===== src/rtl/pc_fetch_ctrl.sv =====
// Fetch-stage program counter with next-PC selection and a circular return-address stack.
// Next-PC priority: branch redirect, stall, return, call, sequential.
module pc_fetch_ctrl #(
  parameter int              PC_W      = 7,
  parameter logic [PC_W-1:0] RESET_PC  = '0,
  parameter int              RAS_DEPTH = 4
) (
  input  logic            clk,
  input  logic            rst_n,
  input  logic [PC_W-1:0] pc_inc,
  input  logic            stall,
  input  logic            branch_taken,
  input  logic [PC_W-1:0] branch_target,
  input  logic            call,
  input  logic [PC_W-1:0] call_target,
  input  logic            ret,
  output logic [PC_W-1:0] pc,
  output logic            pc_valid,
  output logic            ras_empty,
  output logic            ras_underflow
);

  localparam int PTR_W = (RAS_DEPTH > 1) ? $clog2(RAS_DEPTH) : 1;
  localparam int CNT_W = PTR_W + 1;
  localparam logic [CNT_W-1:0] RAS_FULL = CNT_W'(RAS_DEPTH);

  logic [PC_W-1:0]  ras_mem [RAS_DEPTH];
  logic [PTR_W-1:0] ras_wptr;
  logic [PTR_W-1:0] ras_rptr;
  logic [CNT_W-1:0] ras_cnt;
  logic             ras_full;

  logic [PC_W-1:0]  pc_nxt;
  logic             push;
  logic             pop;
  logic             underflow_set;

  // Top of stack sits one below the write pointer; wrap keeps the stack circular.
  assign ras_rptr  = ras_wptr - PTR_W'(1);
  assign ras_empty = (ras_cnt == '0);
  assign ras_full  = (ras_cnt == RAS_FULL);

  always_comb begin
    pc_nxt        = pc;
    push          = 1'b0;
    pop           = 1'b0;
    underflow_set = 1'b0;
    if (pc_valid) begin
      if (branch_taken) begin
        pc_nxt = branch_target;
      end else if (stall) begin
        pc_nxt = pc;
      end else if (ret) begin
        if (ras_empty) begin
          pc_nxt        = pc_inc;
          underflow_set = 1'b1;
        end else begin
          pc_nxt = ras_mem[ras_rptr];
          pop    = 1'b1;
        end
      end else if (call) begin
        pc_nxt = call_target;
        push   = 1'b1;
      end else begin
        pc_nxt = pc_inc;
      end
    end
  end

  always_ff @(posedge clk or negedge rst_n) begin
    if (!rst_n) begin
      pc            <= RESET_PC;
      pc_valid      <= 1'b0;
      ras_cnt       <= '0;
      ras_wptr      <= '0;
      ras_underflow <= 1'b0;
    end else begin
      pc_valid <= 1'b1;
      pc       <= pc_nxt;
      if (push) begin
        ras_wptr <= ras_wptr + PTR_W'(1);
        if (!ras_full) ras_cnt <= ras_cnt + CNT_W'(1);
      end else if (pop) begin
        ras_wptr <= ras_rptr;
        ras_cnt  <= ras_cnt - CNT_W'(1);
      end
      if (underflow_set) ras_underflow <= 1'b1;
    end
  end

  // Entries need no reset: the count alone decides what is valid.
  always_ff @(posedge clk) begin
    if (push) ras_mem[ras_wptr] <= pc_inc;
  end

endmodule


===== config.mk =====
export PLATFORM = sky130hd
export DESIGN_NAME = pc_fetch_ctrl
export DESIGN_NICKNAME = d
export VERILOG_FILES = /design/src/rtl/pc_fetch_ctrl.sv
export SDC_FILE = /design/constraint.sdc
export NUM_CORES = 1
export LEC_CHECK = 0
export ABC_AREA = 1
export BUFFER_PORTS_ARGS = -buffer_cell sky130_fd_sc_hd__buf_2
export CAP_MARGIN = 15
export CORE_MARGIN = 2
export CORE_UTILIZATION = 60
export CTS_CLUSTER_DIAMETER = 100
export DETAILED_ROUTE_END_ITERATION = 10
export PLACE_DENSITY = 0.93
export SETUP_SLACK_MARGIN = 0.2
export SLEW_MARGIN = 20
export SYNTH_ARGS = -nofsm -noshare
export SYNTH_HDL_FRONTEND = slang
export SYNTH_SLANG_ARGS = --single-unit

===== constraint.sdc =====
create_clock -name clk -period 3 [get_ports clk]
set_clock_uncertainty 0.1 [all_clocks]
set_input_delay 0 -clock clk [delete_from_list [all_inputs] [get_ports clk]]
set_output_delay 0 -clock clk [all_outputs]
set_load 0.03 [all_outputs]

==> impl_metrics.yaml <==
drt:
  via_count: 2081
  drt_first_iter_violations: 240
  wl_um: 6600
  drc: 0
  ant_nets: 0
  vias_per_cell: 5.72
  firstDrtPassIters: 5
  post_drt_wl_per_cell_um: 18.1
cts:
  clk_latency_ps: 360
  cts_buffer_depth: 2
  numCtsBuffers: 5
  cts.clk_slew.worst_paths_ps: 140
  cts_max_level: 2
  cts-root-buf: "clkbuf_4"
  cts.sinks: 42
  cts_setup_buffers: 0
  cts_tree: "done"
worst_hold_path:
  worst_hold_path_type: "in2reg"
  holdPathEnd: "ras_underflow$_DFFE_PN0P_"
  hold_path.startpoint: "branch_taken"
  worstHoldPathCells: 3
timing:
  period_share: 0.849
  whs_ps: 38.7
  worstMarginPinSlew_ps: 770
  fmax_mhz: 393
  slew_violations: 0
  finalSetupTns_ps: 0
  setup_violations: 0
  rsz0062_at_grt: "no"
  fin_crit_ps: 2550
  relSlewSlack: 0.485
  hold_violations: 0
run_status:
  status: "finished, final reports clean"
power:
  pwr-share-comb: 0.439
  power.share.clock: 0.184
  p_sw_frac: 0.428
  p_switching_mw: 0.865
  ir_drop_uv: 494
  p_per_area_nw_per_um2: 745
  p_leak_nw: 1.30
  seq_power_share: 0.376
  internal_power_mw: 1.16
yosys:
  synthDistinctLibCells: 24
  synth_top_area_cell: "edfxtp_1"
  syn_nets: 287
  yosys.area.top_type_share: 0.386
  syn_inst: 255
  yosysSeqAreaShare: 0.546
  avgSynthCellArea_sq_um: 8.55
  synth_area_leaders: "edfxtp_1 (39%), dfrtp_1 (16%), nand2_1 (15%)"
  synth-seq-cells: 42
  yosys_warnings: 0
  syn_area_sq_um: 2180
critical_path:
  timing.rr.end: "pc[2]$_DFFE_PN0P_"
  arrival_ps: 2760
  r2r-start: "ras_wptr[0]$_DFFE_PN0P_"
  crit_type: "reg2reg"
  ff2ff_path_depth: 11
  max_stage_delay_ps: 560
  cp-end-kind: "register"
  start_kind: "register"
  slowest_stage: "dlygate4sd3_1"
  crit_fanout: 12
  crit_required_ps: 3220
  cp_common_cell: "nand2_1"
  path_cells: "inv_1 > ha_1 > inv_2 > nor2_1 > nand2_1 > nand2_1 > nand2_1 > nand3b_1 > nand2_1 > dlygate4sd3_1 > nand2_1"
  rrSetupSlack_ps: 450
layout:
  final_cell_mix: "nand2_1 (85), nor2_1 (46), buf_2 (36)"
  final_common_cell: "nand2_1"
  drive_gt1_frac: 0.201
  nFillCells: 170
  num_antenna_cells: 0
  areaGrowthSynthToFinish_pct: 24.3
  final_nets: 349
grt:
  grt_remaining_overflow: 0
  grt_pass1_wl_um: 10700
  grt_usage: 0.350
  grt_pass1_vias: 2172
  antenna_found_initial: 0
  grt_max_degree: 21
die:
  die-area_sq_um: 4130
  die_h_um: 64.3
  pin_count: 37
  initial_core_util: 0.638
  dieWidth_um: 64.3
  row_count: 21
  core_area_sq_um: 3420
placed_design:
  dp_hpwl_um: 3140
  io_buffers: 36
  place.gp.congestion: 0.880
job:
  maxCapViolations: 0
-- layout make-up --
type,instances,area [sq um],share of cell area
Sequential cell,42,1190,0.440
Multi-Input combinational cell,173,822,0.303
Timing Repair Buffer,61,428,0.158
Inverter,34,133,0.0489
Tap cell,46,57.6,0.0212
Clock buffer,6,41.3,0.0152
Clock inverter,2,37.5,0.0138
-- worst max-delay path by stage --
stage / start / to / slack (ps) / depth (start not counted)
6_report: ras_wptr[0]$_DFFE_PN0P_ / pc[2]$_DFFE_PN0P_ / 450 / 11
5_1_grt: ras_wptr[0]$_DFFE_PN0P_ / pc[3]$_DFFE_PN0P_ / 330 / 11
4_1_cts: ras_wptr[0]$_DFFE_PN0P_ / pc[1]$_DFFE_PN0P_ / 500 / 11
3_5_place_dp: ras_wptr[0]$_DFFE_PN0P_ / pc[1]$_DFFE_PN0P_ / 1060 / 10
3_3_place_gp: ras_wptr[0]$_DFFE_PN0P_ / pc[1]$_DFFE_PN0P_ / 1130 / 10
2_1_floorplan: ras_wptr[0]$_DFFE_PN0P_ / pc[2]$_DFFE_PN0P_ / 1160 / 13
-- metrics by stage --
stage | instance area (sq um) | util | cells | total power [mW] | worst slack (ps)
finish | 2710 | 0.794 | 364 | 2.02 | 454
global route | 2710 | 0.794 | 364 | 2.11 | 326
CTS | 2710 | 0.793 | 364 | 1.91 | 503
detailed placement | 2390 | 0.700 | 332 | 1.52 | 1060
global placement | 2390 | 0.700 | 332 | 1.50 | 1130
floorplan | 2180 | - | 255 | 1.35 | 1160
-- sequential cells by signal, summed over array words and instances, names as in the netlist --
signal         count
ras_mem           28
pc                 7
ras_cnt            3
ras_wptr           2
pc_valid           1
ras_underflow      1
-- layer usage --
metal / wire length [um] / track usage / up-vias
met4: 350 / 0.218 / 0
li1: - / - / 909
met1: 2270 / 0.411 / 921
met3: 785 / 0.0687 / 38
met5: 0 / 0 / -
met2: 3200 / 0.589 / 213
-- worst max-delay path: cells and delay by family (launching register included) --
kind | cells | cell delay (ps)
simple gates | 7 | 640
fa+ha+maj | 1 | 450
buf+inv | 3 | 820
flops | 1 | 500
-- power groups by stage --
stage / Clock [mW] / Combinational, mW / Sequential (mW)
floorplan: 0 / 0.551 / 0.797
global placement: 0 / 0.745 / 0.756
detailed placement: 0 / 0.764 / 0.758
CTS: 0.356 / 0.803 / 0.748
global route: 0.385 / 0.961 / 0.764
finish: 0.372 / 0.888 / 0.761
-- timing repair --
| item | CTS | global route |
|---|---|---|
| endpoints found under the hold margin | 50 | 0 |
| hold buffers | 24 | 0 |
| gates resized for setup | 0 | 1 |
| endpoints found under the setup margin | 0 | 1 |
-- cell usage after synthesis (all sizes together) --
| cell type | instances |
|---|---|
| nand3 | 13 |
| nand2 | 90 |
| edfxtp | 28 |
| conb | 1 |
| nand4 | 1 |
| dfrtp | 14 |
| ha | 5 |
| o21ai | 2 |
| buf | 6 |
| a31o | 1 |
| nor2 | 49 |
| inv | 34 |
| xor2 | 3 |
| o211ai | 1 |
| nand3b | 7 |
-- cells by family after synthesis --
group | synth area share
AND/OR/NAND/NOR | 0.321
XOR/XNOR | 0.0121
other | 0.00172
flip-flops | 0.546
buffers and inverters | 0.0769
AO/OA/AOI/OAI | 0.0138
adder cells (fa/ha/maj) | 0.0287
No activity file was read; power rests on OpenSTA's default activity.
